===== config.mk =====
export PLATFORM = sky130hd
export DESIGN_NAME = call_stack_ctrl
export DESIGN_NICKNAME = d
export VERILOG_FILES = /design/src/rtl/call_stack_ctrl.sv
export SDC_FILE = /design/constraint.sdc
export NUM_CORES = 1
export LEC_CHECK = 0
export BUFFER_PORTS_ARGS = -buffer_cell sky130_fd_sc_hd__buf_2
export CAP_MARGIN = 10
export CORE_MARGIN = 1.5
export CORE_UTILIZATION = 35
export CTS_CLUSTER_DIAMETER = 80
export DETAILED_ROUTE_END_ITERATION = 8
export GPL_TIMING_DRIVEN = 0
export PLACE_DENSITY = 0.66
export SETUP_SLACK_MARGIN = 0.4
export SLEW_MARGIN = 15
export SYNTH_ARGS = -nofsm -noshare
export SYNTH_HDL_FRONTEND = slang
export SYNTH_SLANG_ARGS = --single-unit
export TNS_END_PERCENT = 30

===== constraint.sdc =====
create_clock -name clk -period 1.5 [get_ports clk]
set_input_delay 0.15 -clock clk [delete_from_list [all_inputs] [get_ports clk]]
set_output_delay 0.15 -clock clk [all_outputs]
set_load 0.005 [all_outputs]

===== src/rtl/call_stack_ctrl.sv =====
`default_nettype none
// ============================================================================
// Module   : call_stack_ctrl
// Purpose  : Return-address call-stack controller. Converts CALL/RET requests
//            into push/pop cycles on an attached stack block, pre-checks
//            full/empty, returns popped addresses with a one-cycle valid
//            pulse, reports overflow/underflow and latches a sticky fault
//            when the stack flags an error on an operation that was expected
//            to succeed.
// Ports    : clk, rst            - clock, synchronous active-high reset
//            call_valid, ret_pc  - CALL request and address to push
//            ret_valid           - RET request
//            ready               - idle, a request will be accepted
//            ret_addr(_valid)    - popped return address and its pulse
//            overflow, underflow - rejected CALL / RET pulses
//            fault               - sticky unexpected stack error
//            depth               - mirror of stack occupancy
//            st_*                - master side of the attached stack
// Revision : 1.0 - initial release
// ============================================================================
module call_stack_ctrl #(
   parameter int width      = 32,
   parameter int wordLength = 32
) (
   input  logic                       clk,
   input  logic                       rst,
   input  logic                       call_valid,
   input  logic                       ret_valid,
   input  logic [wordLength-1:0]      ret_pc,
   output logic                       ready,
   output logic                       ret_addr_valid,
   output logic [wordLength-1:0]      ret_addr,
   output logic                       overflow,
   output logic                       underflow,
   output logic                       fault,
   output logic [$clog2(width):0]     depth,
   output logic                       st_push,
   output logic                       st_pop,
   output logic [wordLength-1:0]      st_din,
   input  logic [wordLength-1:0]      st_dout,
   input  logic                       st_empty,
   input  logic                       st_full,
   input  logic                       st_error
);

   localparam int                    DW        = $clog2(width) + 1;
   localparam logic [DW-1:0]         DEPTH_MAX = DW'(width - 1);

   typedef enum logic [1:0] {
      IDLE = 2'd0,
      PUSH = 2'd1,
      POP  = 2'd2,
      WAIT = 2'd3
   } state_t;

   state_t                 state_q;
   logic [DW-1:0]          depth_q;
   logic [DW-1:0]          depth_inc_d;
   logic [DW-1:0]          depth_dec_d;
   logic [wordLength-1:0]  din_q;
   logic [wordLength-1:0]  ret_addr_q;
   logic                   ret_addr_valid_q;
   logic                   overflow_q;
   logic                   underflow_q;
   logic                   fault_q;
   logic                   push_q;
   logic                   pop_q;
   // High in the IDLE cycle right after a PUSH, when the stack's registered
   // error flag reflects that push.
   logic                   after_push_q;

   assign depth_inc_d = (depth_q == DEPTH_MAX) ? depth_q : depth_q + 1'b1;
   assign depth_dec_d = (depth_q == '0)        ? depth_q : depth_q - 1'b1;

   always_ff @(posedge clk) begin
      if (rst) begin
         state_q          <= IDLE;
         depth_q          <= '0;
         din_q            <= '0;
         ret_addr_q       <= '0;
         ret_addr_valid_q <= 1'b0;
         overflow_q       <= 1'b0;
         underflow_q      <= 1'b0;
         fault_q          <= 1'b0;
         push_q           <= 1'b0;
         pop_q            <= 1'b0;
         after_push_q     <= 1'b0;
      end else begin
         ret_addr_valid_q <= 1'b0;
         overflow_q       <= 1'b0;
         underflow_q      <= 1'b0;
         push_q           <= 1'b0;
         pop_q            <= 1'b0;
         after_push_q     <= 1'b0;

         // The stack registers its error flag, so the flag for a push/pop
         // shows up one cycle after the strobe.
         if (st_error && (after_push_q || state_q == WAIT)) begin
            fault_q <= 1'b1;
         end

         case (state_q)
            IDLE: begin
               // CALL has priority; a simultaneous RET is simply dropped.
               if (call_valid) begin
                  if (st_full) begin
                     overflow_q <= 1'b1;
                  end else begin
                     din_q   <= ret_pc;
                     push_q  <= 1'b1;
                     depth_q <= depth_inc_d;
                     state_q <= PUSH;
                  end
               end else if (ret_valid) begin
                  if (st_empty) begin
                     underflow_q <= 1'b1;
                  end else begin
                     pop_q   <= 1'b1;
                     depth_q <= depth_dec_d;
                     state_q <= POP;
                  end
               end
            end
            PUSH: begin
               after_push_q <= 1'b1;
               state_q      <= IDLE;
            end
            POP: begin
               state_q <= WAIT;
            end
            WAIT: begin
               // Only valid sample of st_dout: the stack zeroes it otherwise.
               ret_addr_q       <= st_dout;
               ret_addr_valid_q <= 1'b1;
               state_q          <= IDLE;
            end
            default: begin
               state_q <= IDLE;
            end
         endcase
      end
   end

   // ready must drop with rst itself and rise on the first cycle after it.
   assign ready          = !rst && (state_q == IDLE);
   assign ret_addr_valid = ret_addr_valid_q;
   assign ret_addr       = ret_addr_q;
   assign overflow       = overflow_q;
   assign underflow      = underflow_q;
   assign fault          = fault_q;
   assign depth          = depth_q;
   assign st_push        = push_q;
   assign st_pop         = pop_q;
   assign st_din         = din_q;

endmodule
`default_nettype wire


== After elaboration in Yosys (flattened, before gate mapping) ==
Cells that the tools add are included.
Widths: inputs -> output; s select.
Cells by class
  bitwise operators: 4
  reductions and logical operators: 13
  eq/ne operators: 11
  add/sub/neg operators: 2
  multiplexer cells: 17
Operators with widths (number)
  $mux 6: 6
  $ne 3x3->1 const B: 3
  $mux 2: 4
  $ne 2x2->1 const B: 4
  $add 6x1->6 const B: 1
  $eq 6x5->1 const B: 1
  $logic_not 6->1: 1
  $mux 1: 6
  $pmux 2 s3: 1
  $reduce_and 3->1: 2
  $reduce_and 6->1: 1
  $sub 6x1->6 const B: 1
  $eq 2x2->1 const B: 2
  $not 1->1: 4
  $reduce_or 4->1: 1
  $reduce_or 3->1: 1
  $eq 2x1->1 const B: 1
  $logic_and 1x1->1: 2
  $logic_not 2->1: 1
  $reduce_bool 2->1: 1
  $reduce_or 2->1: 1
  $logic_not 1->1: 1
  $logic_or 1x1->1: 1
Storage, ports and cells
  flip-flop bits (word level): 79

== Depth between registers and ports, before layout ==
Gate-level depths: netlist of run 1.
  depth in word-level cells: 5
  mapped depth: 7

== Worst setup path before layout of run 1 ==
OpenSTA, ideal clock, no wires.
  kind: register to register
  from: reg depth_q[1], in the netlist depth[1]
  to: reg depth_q[5], in the netlist depth[5]
  clock period less this slack: 1.600 ns
  arrival time: 1.484 ns
  path slack: -0.100 ns
  cell stages (with the launch flop): 7
  required time: 1.384 ns
  cell sequence: dfxtp_1 > ha_1 > a211oi_1 > nor2_1 > mux2i_1 > a311oi_1 > a41o_1
Between the ends
  cells in the longest elaborated chain, start to end: 5
Ends and longest elaborated chain
  start: declaration: line 57  | logic [DW-1:0] depth_q;
  start signal: assignment: line 111  | depth_q <= depth_inc_d;
  start signal: assignment: line 119  | depth_q <= depth_dec_d;
  $sub 6x1->6: line 73  | assign depth_dec_d = (depth_q == '0) ? depth_q : depth_q - 1'b1;
  $mux 6: line 73
  $mux 6: line 115  | if (st_empty) begin
  $mux 6: line 114  | end else if (ret_valid) begin
  $mux 6: line 105  | if (call_valid) begin
Parallel ways exist; a longest one is shown, timed or not. The select of a mux whose other input is x is not followed.
A chain may end at the register's enable or synchronous reset.

== Final worst setup path of run 1 ==
  from: reg depth_q[3], in the netlist depth[3]
  to: reg depth_q[5], in the netlist depth[5]
The elaborated chain is that of the path after synthesis.

==> flow_summary.yaml, run 1 <==
placement:
  dpl.hpwl_um: 5688
  post_dp_cell_area_um2: 3832
  io_buffers: 146
  place_congestion: 0.8277
cells_and_area:
  seq_area_um2: 1605
  final_cell_mix: "buf_2, dfxtp_1, nand2_4"
  fin_util_pct: 67.55
  multiInputGateArea_um2: 2140
  final_nets: 623
  n_fill_cell: 652
  drive_gt1_share_pct: 70.42
  syn_to_final_growth_pct: 87.11
  final_area_um2: 5523
  diodes: 0
  final_common_cell: "buf_2"
worst_setup_path:
  cp-end-kind: "flop"
  max_stage_delay_ps: 380
  r2r_cells: 6
  r2r-start: "depth[3]$_SDFFE_PP0P_"
  cp-start-kind: "flop"
  slowest_stage: "dfxtp_4"
  worstPathRequired_ps: 1740
  r2r_setup_slack_ps: -110
  r2r_end: "depth[5]$_SDFFE_PP0P_"
  crit_type: "reg2reg"
  arrival_ps: 1860
  crit_chain: "ha_4, o21ai_2, nor2_2, mux2i_2, a311oi_1, a41o_1"
  critPathMaxFanout: 4
yosys:
  netlist.area_leader.share_pct: 53.58
  synth_nets: 433
  yosysSeqAreaShare_pct: 53.58
  synth-edff-count: 0
  syn_inst: 357
  async_reset_ff_share_pct: 0
  synth-seq-cells: 79
  syn_area_um2: 2952
  synth_largest_area_cell: "dfxtp_1"
  ys_warn_count: 0
  avgSynthCellArea_um2: 8.268
  ys.flop_type: "dfxtp_1"
  synth_cell_types: 32
  ys_top_cells_by_area: "dfxtp_1, nand2_1, a21oi_1"
clock_tree:
  clk_pin_slew_worst_paths_ps: 90
  cts_tree: "yes"
  clock_path_buffers: 2
  cts-root-buf: "clkbuf_8"
  htreeDepth: 3
  insertion_delay_ps: 350
  cts_made_buffers: 9
  clock_sinks: 79
detailed_routing:
  wl_per_cell_um: 14.86
  firstDrtPassIters: 4
  num_vias: 3194
  wl_um: 9746
  via_per_inst: 4.869
  dr.first_iter.drc_count: 48
  drt_drc_violations_left: 0
  ant_nets: 0
timing:
  final-setup-viol-count: 4
  skew_ps: 6.714
  worstMarginPinSlew_ps: 782.2
  setup_slack_ps: -114.9
  relSlewSlack_pct: 47.86
  fin_crit_sh_pct: 107.7
  whs_ps: 23.88
  rsz0062_at_grt: "true"
  drv_slew: 0
  max_freq_ghz: 0.6192
  min_period_ps: 1615
  finalHoldViolCount: 0
global_routing:
  grt_remaining_overflow: 0
  grt_pass1_vias: 3075
  grt_pass1_wl_um: 14190
  grt_antenna_before_repair: 0
  grt_start_max_net_pins: 14
  track_usage_pct: 20.32
die:
  die_area_um2: 8993
  fp-row-count: 33
  initial_utilization_pct: 36.10
  fp.dieW_um: 94.83
  core_area_um2: 8175
  fp.dieH_um: 94.83
  io-pin-count: 148
run_status:
  status: "finished with violations"
  violations: "setup timing"
power:
  p_total_mw: 5.059
  p_per_area_nw_per_um2: 916.0
  vdd_ir_drop_max_mv: 0.6248
  power_leakage_nw: 2.619
worst_hold_path:
  holdCritStartpoint: "st_dout[14]"
  hold_path_class: "in2reg"
  min_delay_worst_endpoint: "ret_addr[14]$_SDFFE_PP0P_"
  worstHoldPathCells: 3
run:
  drv.max_cap_violation_count: 0
[registers in the layout, indices dropped and copies added, names as in the netlist]
| name | count |
|---|---|
| state_q | 2 |
| overflow | 1 |
| depth | 6 |
| st_push | 1 |
| ret_addr_valid | 1 |
| st_din | 32 |
| fault | 1 |
| st_pop | 1 |
| ret_addr | 32 |
| underflow | 1 |
| after_push_q | 1 |
[power breakdown]
group	internal (mW)	switching (mW)	leakage, nW	total [mW]
Sequential	2.18	0.0902	0.646	2.27
Combinational	0.560	0.488	1.87	1.05
Clock	0.933	0.810	0.103	1.74
[worst max-delay path by stage]
stage / from / to / slack, ps / cells past startpoint
floorplan: call_valid / depth[5]$_SDFFE_PP0P_ / -40 / 6
finish: depth[3]$_SDFFE_PP0P_ / depth[5]$_SDFFE_PP0P_ / -110 / 6
CTS: depth[2]$_SDFFE_PP0P_ / depth[5]$_SDFFE_PP0P_ / -6 / 6
global placement: call_valid / depth[5]$_SDFFE_PP0P_ / -400 / 8
detailed placement: call_valid / depth[5]$_SDFFE_PP0P_ / -430 / 8
global route: depth[3]$_SDFFE_PP0P_ / depth[5]$_SDFFE_PP0P_ / -160 / 6
[final cells by class]
class | instances | area share (%)
inverter | 3 | 0.2719
clock inverter | 5 | 1.473
clock buffer | 10 | 2.311
tap | 105 | 2.379
multi-input combinational | 252 | 38.74
sequential | 79 | 29.07
buffer | 23 | 5.347
timing repair buffer | 179 | 20.41
[synthesized netlist by cell type (all sizes together) (3+ instances only)]
cell type / count
a211oi: 3
a21oi: 67
buf: 10
clkbuf: 13
dfxtp: 79
ha: 4
inv: 3
mux2i: 4
nand2: 131
nor2: 14
nor3: 5
o21ai: 3
xnor2: 3
[through the flow]
step	worst slack, ps	std cells	setup TNS [ps]
2_1_floorplan	-39.38	357	-39.38
3_3_place_gp	-403.4	608	-842.6
3_5_place_dp	-427.7	608	-873.2
4_1_cts	-5.513	651	-5.513
5_1_grt	-160.7	656	-459.1
6_report	-114.9	656	-159.6
[worst max-delay path, delay by kind of cell (launching register included)]
family / cells / cell delay, ps
adder cells (fa/ha/maj): 1 / 270
AND/OR/NAND/NOR: 1 / 160
AO/OA/AOI/OAI: 3 / 410
multiplexers: 1 / 280
flip-flops: 1 / 380
[cells by family (layout without fill, tap and decap cells)]
family / Yosys count / in the layout / synth area share [%]
AOI/OAI and AO/OA: 79 / 79 / 15.35
xor gates and xnor gates: 3 / 3 / 0.8904
adders and majority gates: 5 / 5 / 2.374
buffers and inverters: 26 / 220 / 3.858
DFF: 79 / 79 / 53.58
muxes: 4 / 4 / 1.357
and+or+nand+nor: 161 / 161 / 22.59
[metal layers]
layer	global-route usage, %	share of wire [%]
met1	23.11	40
met2	37.20	54
met3	3.382	5.0
met4	8.458	1.7
met5	0	0
[timing repair]
item / CTS / global route
setup buffers: 22 / 4
pin swaps: 106 / 115
gates resized for setup: 190 / 126
setup endpoints to repair: 72 / 74
gates cloned: 6 / 1
hold buffers: 0 / 0
Power figures use the tool's default switching activity.
==> inputs of run 2 (changes only) <==
--- a/config.mk
+++ b/config.mk
@@ -7,12 +7,14 @@
 export LEC_CHECK = 0
 export BUFFER_PORTS_ARGS = -buffer_cell sky130_fd_sc_hd__buf_2
 export CAP_MARGIN = 10
+export CELL_PAD_IN_SITES_DETAIL_PLACEMENT = 0
+export CELL_PAD_IN_SITES_GLOBAL_PLACEMENT = 1
 export CORE_MARGIN = 1.5
-export CORE_UTILIZATION = 35
+export CORE_UTILIZATION = 28
 export CTS_CLUSTER_DIAMETER = 80
 export DETAILED_ROUTE_END_ITERATION = 8
 export GPL_TIMING_DRIVEN = 0
-export PLACE_DENSITY = 0.66
+export PLACE_DENSITY_LB_ADDON = 0.1
 export SETUP_SLACK_MARGIN = 0.4
 export SLEW_MARGIN = 15
 export SYNTH_ARGS = -nofsm -noshare
==> run 2 against run 1 <==
Against the previous run:
- sequential power about the same
- via count is 8.6% lower
- routed wire length fell by 14%
- the flow still finishes with violations (setup timing)
- non-clock buffer count is 14 lower
- largest cell class is now flip-flops and latches
- total power is 8.4% lower
- final area decreased by 20%
- utilization fell by 25 points
- critical endpoint unchanged
- highest routed layer unchanged
- critical path type unchanged
- sequential share of layout area grew 7.3 points
==> flow_summary.yaml, run 2 (same netlist as run 1, synthesis figures left out) <==
worst_setup_path:
  arrival_ps: 1850
  r2r-start: "depth[1]$_SDFFE_PP0P_"
  cp-start-kind: "flop"
  crit_type: "reg2reg"
  r2r_setup_slack_ps: -110
  endpoint: "depth[5]$_SDFFE_PP0P_"
  max_stage_delay_ps: 370
  worstPathRequired_ps: 1730
  r2r_end: "depth[5]$_SDFFE_PP0P_"
  r2r_cells: 6
  crit_chain: "ha_4, a211oi_2, nor2_2, mux2i_2, a311oi_1, a41o_1"
  worst-path-buf-inv: 0
  critPathMaxFanout: 4
  critPathTopFamily: "compound AO/OA/AOI/OAI gates"
  slowest_stage: "dfxtp_4"
  crit_start: "depth[1]$_SDFFE_PP0P_"
  cp.depth: 6
  cp-end-kind: "flop"
global_routing:
  track_usage_pct: 14.94
  grt_remaining_overflow: 0
  grt_start_max_net_pins: 14
  grt_pass1_vias: 2697
  grt_pass1_wl_um: 13140
  grt_antenna_before_repair: 0
cells_and_area:
  n_fill_cell: 1092
  diodes: 0
  final_cell_mix: "buf_2, nand2_1, dfxtp_1"
  final_common_cell: "buf_2"
  syn_to_final_growth_pct: 49.13
  final_nets: 609
  fin_util_pct: 42.83
  drive_gt1_share_pct: 41.34
die:
  die_area_um2: 11170
  io-pin-count: 148
  fp.dieW_um: 105.7
  fp-row-count: 37
  initial_utilization_pct: 28.72
  core_area_um2: 10280
  fp.dieH_um: 105.7
detailed_routing:
  dr.first_iter.drc_count: 94
  wl_per_cell_um: 12.46
  firstDrtPassIters: 4
  num_vias: 2920
  via_per_inst: 4.339
  drt_drc_violations_left: 0
  ant_nets: 0
  wl_um: 8383
placement:
  dp_slack_ps: -508.9
  place_congestion: 0.7327
  io_buffers: 146
  dpl.hpwl_um: 5964
timing:
  fin_crit_sh_pct: 107.6
  relSlewSlack_pct: 57.96
  min_period_ps: 1614
  worstMarginPinSlew_ps: 630.5
  setup_slack_ps: -113.8
  finalHoldViolCount: 0
  drv_slew: 0
  tns_ps: -143.9
  final-setup-viol-count: 2
  rsz0062_at_grt: "true"
  max_freq_ghz: 0.6197
  skew_ps: 10.76
clock_tree:
  clock_path_buffers: 2
  htreeDepth: 3
  cts-root-buf: "clkbuf_8"
  cts_made_buffers: 9
  insertion_delay_ps: 350
  clk_pin_slew_worst_paths_ps: 90
  cts_tree: "yes"
  clock_sinks: 79
power:
  power_leakage_nw: 1.975
  vdd_ir_drop_max_mv: 0.5445
  p_per_area_nw_per_um2: 1053
run_status:
  status: "finished with violations"
  violations: "setup timing"
run:
  drv.max_cap_violation_count: 0
worst_hold_path:
  hold_path_class: "in2reg"
-- run 2: cell types whose count changed in the layout (fill, tap and decap cells not counted), sizes merged --
cell      change
buf          -16
bufinv        -1
clkbuf        +3
inv           -1
clkinvlp      +1
-- run 2: area by class of cell --
class | instances | area (um^2) | share of cell area [%]
clock buffer | 11 | 152.6 | 3.468
clock inverter | 4 | 53.80 | 1.222
tap | 136 | 170.2 | 3.866
buffer | 23 | 145.1 | 3.297
multi-input combinational | 252 | 1345 | 30.56
inverter | 3 | 15.01 | 0.3411
sequential | 79 | 1600 | 36.36
timing repair buffer | 165 | 919.6 | 20.89
-- run 2: report_power, final --
part | total [mW] | internal [mW] | switching [mW]
sequential | 2.24 | 2.18 | 0.0649
combinational | 0.742 | 0.407 | 0.335
clock | 1.65 | 0.865 | 0.784
total | 4.64 | 3.45 | 1.18
-- run 2: worst min-delay path: cells and delay by family --
kind	cells	cell delay [ps]
buf+inv	1	90
compound gates	1	50
simple gates	1	40
-- run 2: how the worst min path moves through the flow --
| stage | start | to | cells past startpoint |
|---|---|---|---|
| 2_1_floorplan | st_dout[0] | ret_addr[0]$_SDFFE_PP0P_ | 2 |
| 3_3_place_gp | ret_pc[16] | st_din[16]$_SDFFE_PP0P_ | 3 |
| 3_5_place_dp | ret_pc[11] | st_din[11]$_SDFFE_PP0P_ | 3 |
| 4_1_cts | ret_pc[29] | st_din[29]$_SDFFE_PP0P_ | 3 |
| 5_1_grt | ret_pc[24] | st_din[24]$_SDFFE_PP0P_ | 3 |
| 6_report | st_dout[15] | ret_addr[15]$_SDFFE_PP0P_ | 3 |
-- run 2: layer usage --
metal / up-vias / part of all wire (%) / global-route usage (%)
met2: 89 / 44 / 22.96
li1: 1525 / - / -
met3: 11 / 7.1 / 4.638
met5: - / 0 / 0
met4: 0 / 1.3 / 5.502
met1: 1295 / 47 / 19.63
-- run 2: through the flow --
stage               area [um^2]  hold WS [ps]  power (mW)  cells
floorplan                  2970         286.0       2.608    357
global placement           3871         391.7       2.847    639
detailed placement         3871         395.0       2.856    639
CTS                        4338         11.01       4.657    670
global route               4402         11.88       4.878    673
finish                     4402         28.88       4.636    673
-- run 2: timing repair --
action,in CTS,in global routing
setup endpoints to repair,70,75
pin swaps,9,2
setup buffers,16,3
cloned,0,0
hold buffers,0,0
gates resized for setup,35,12
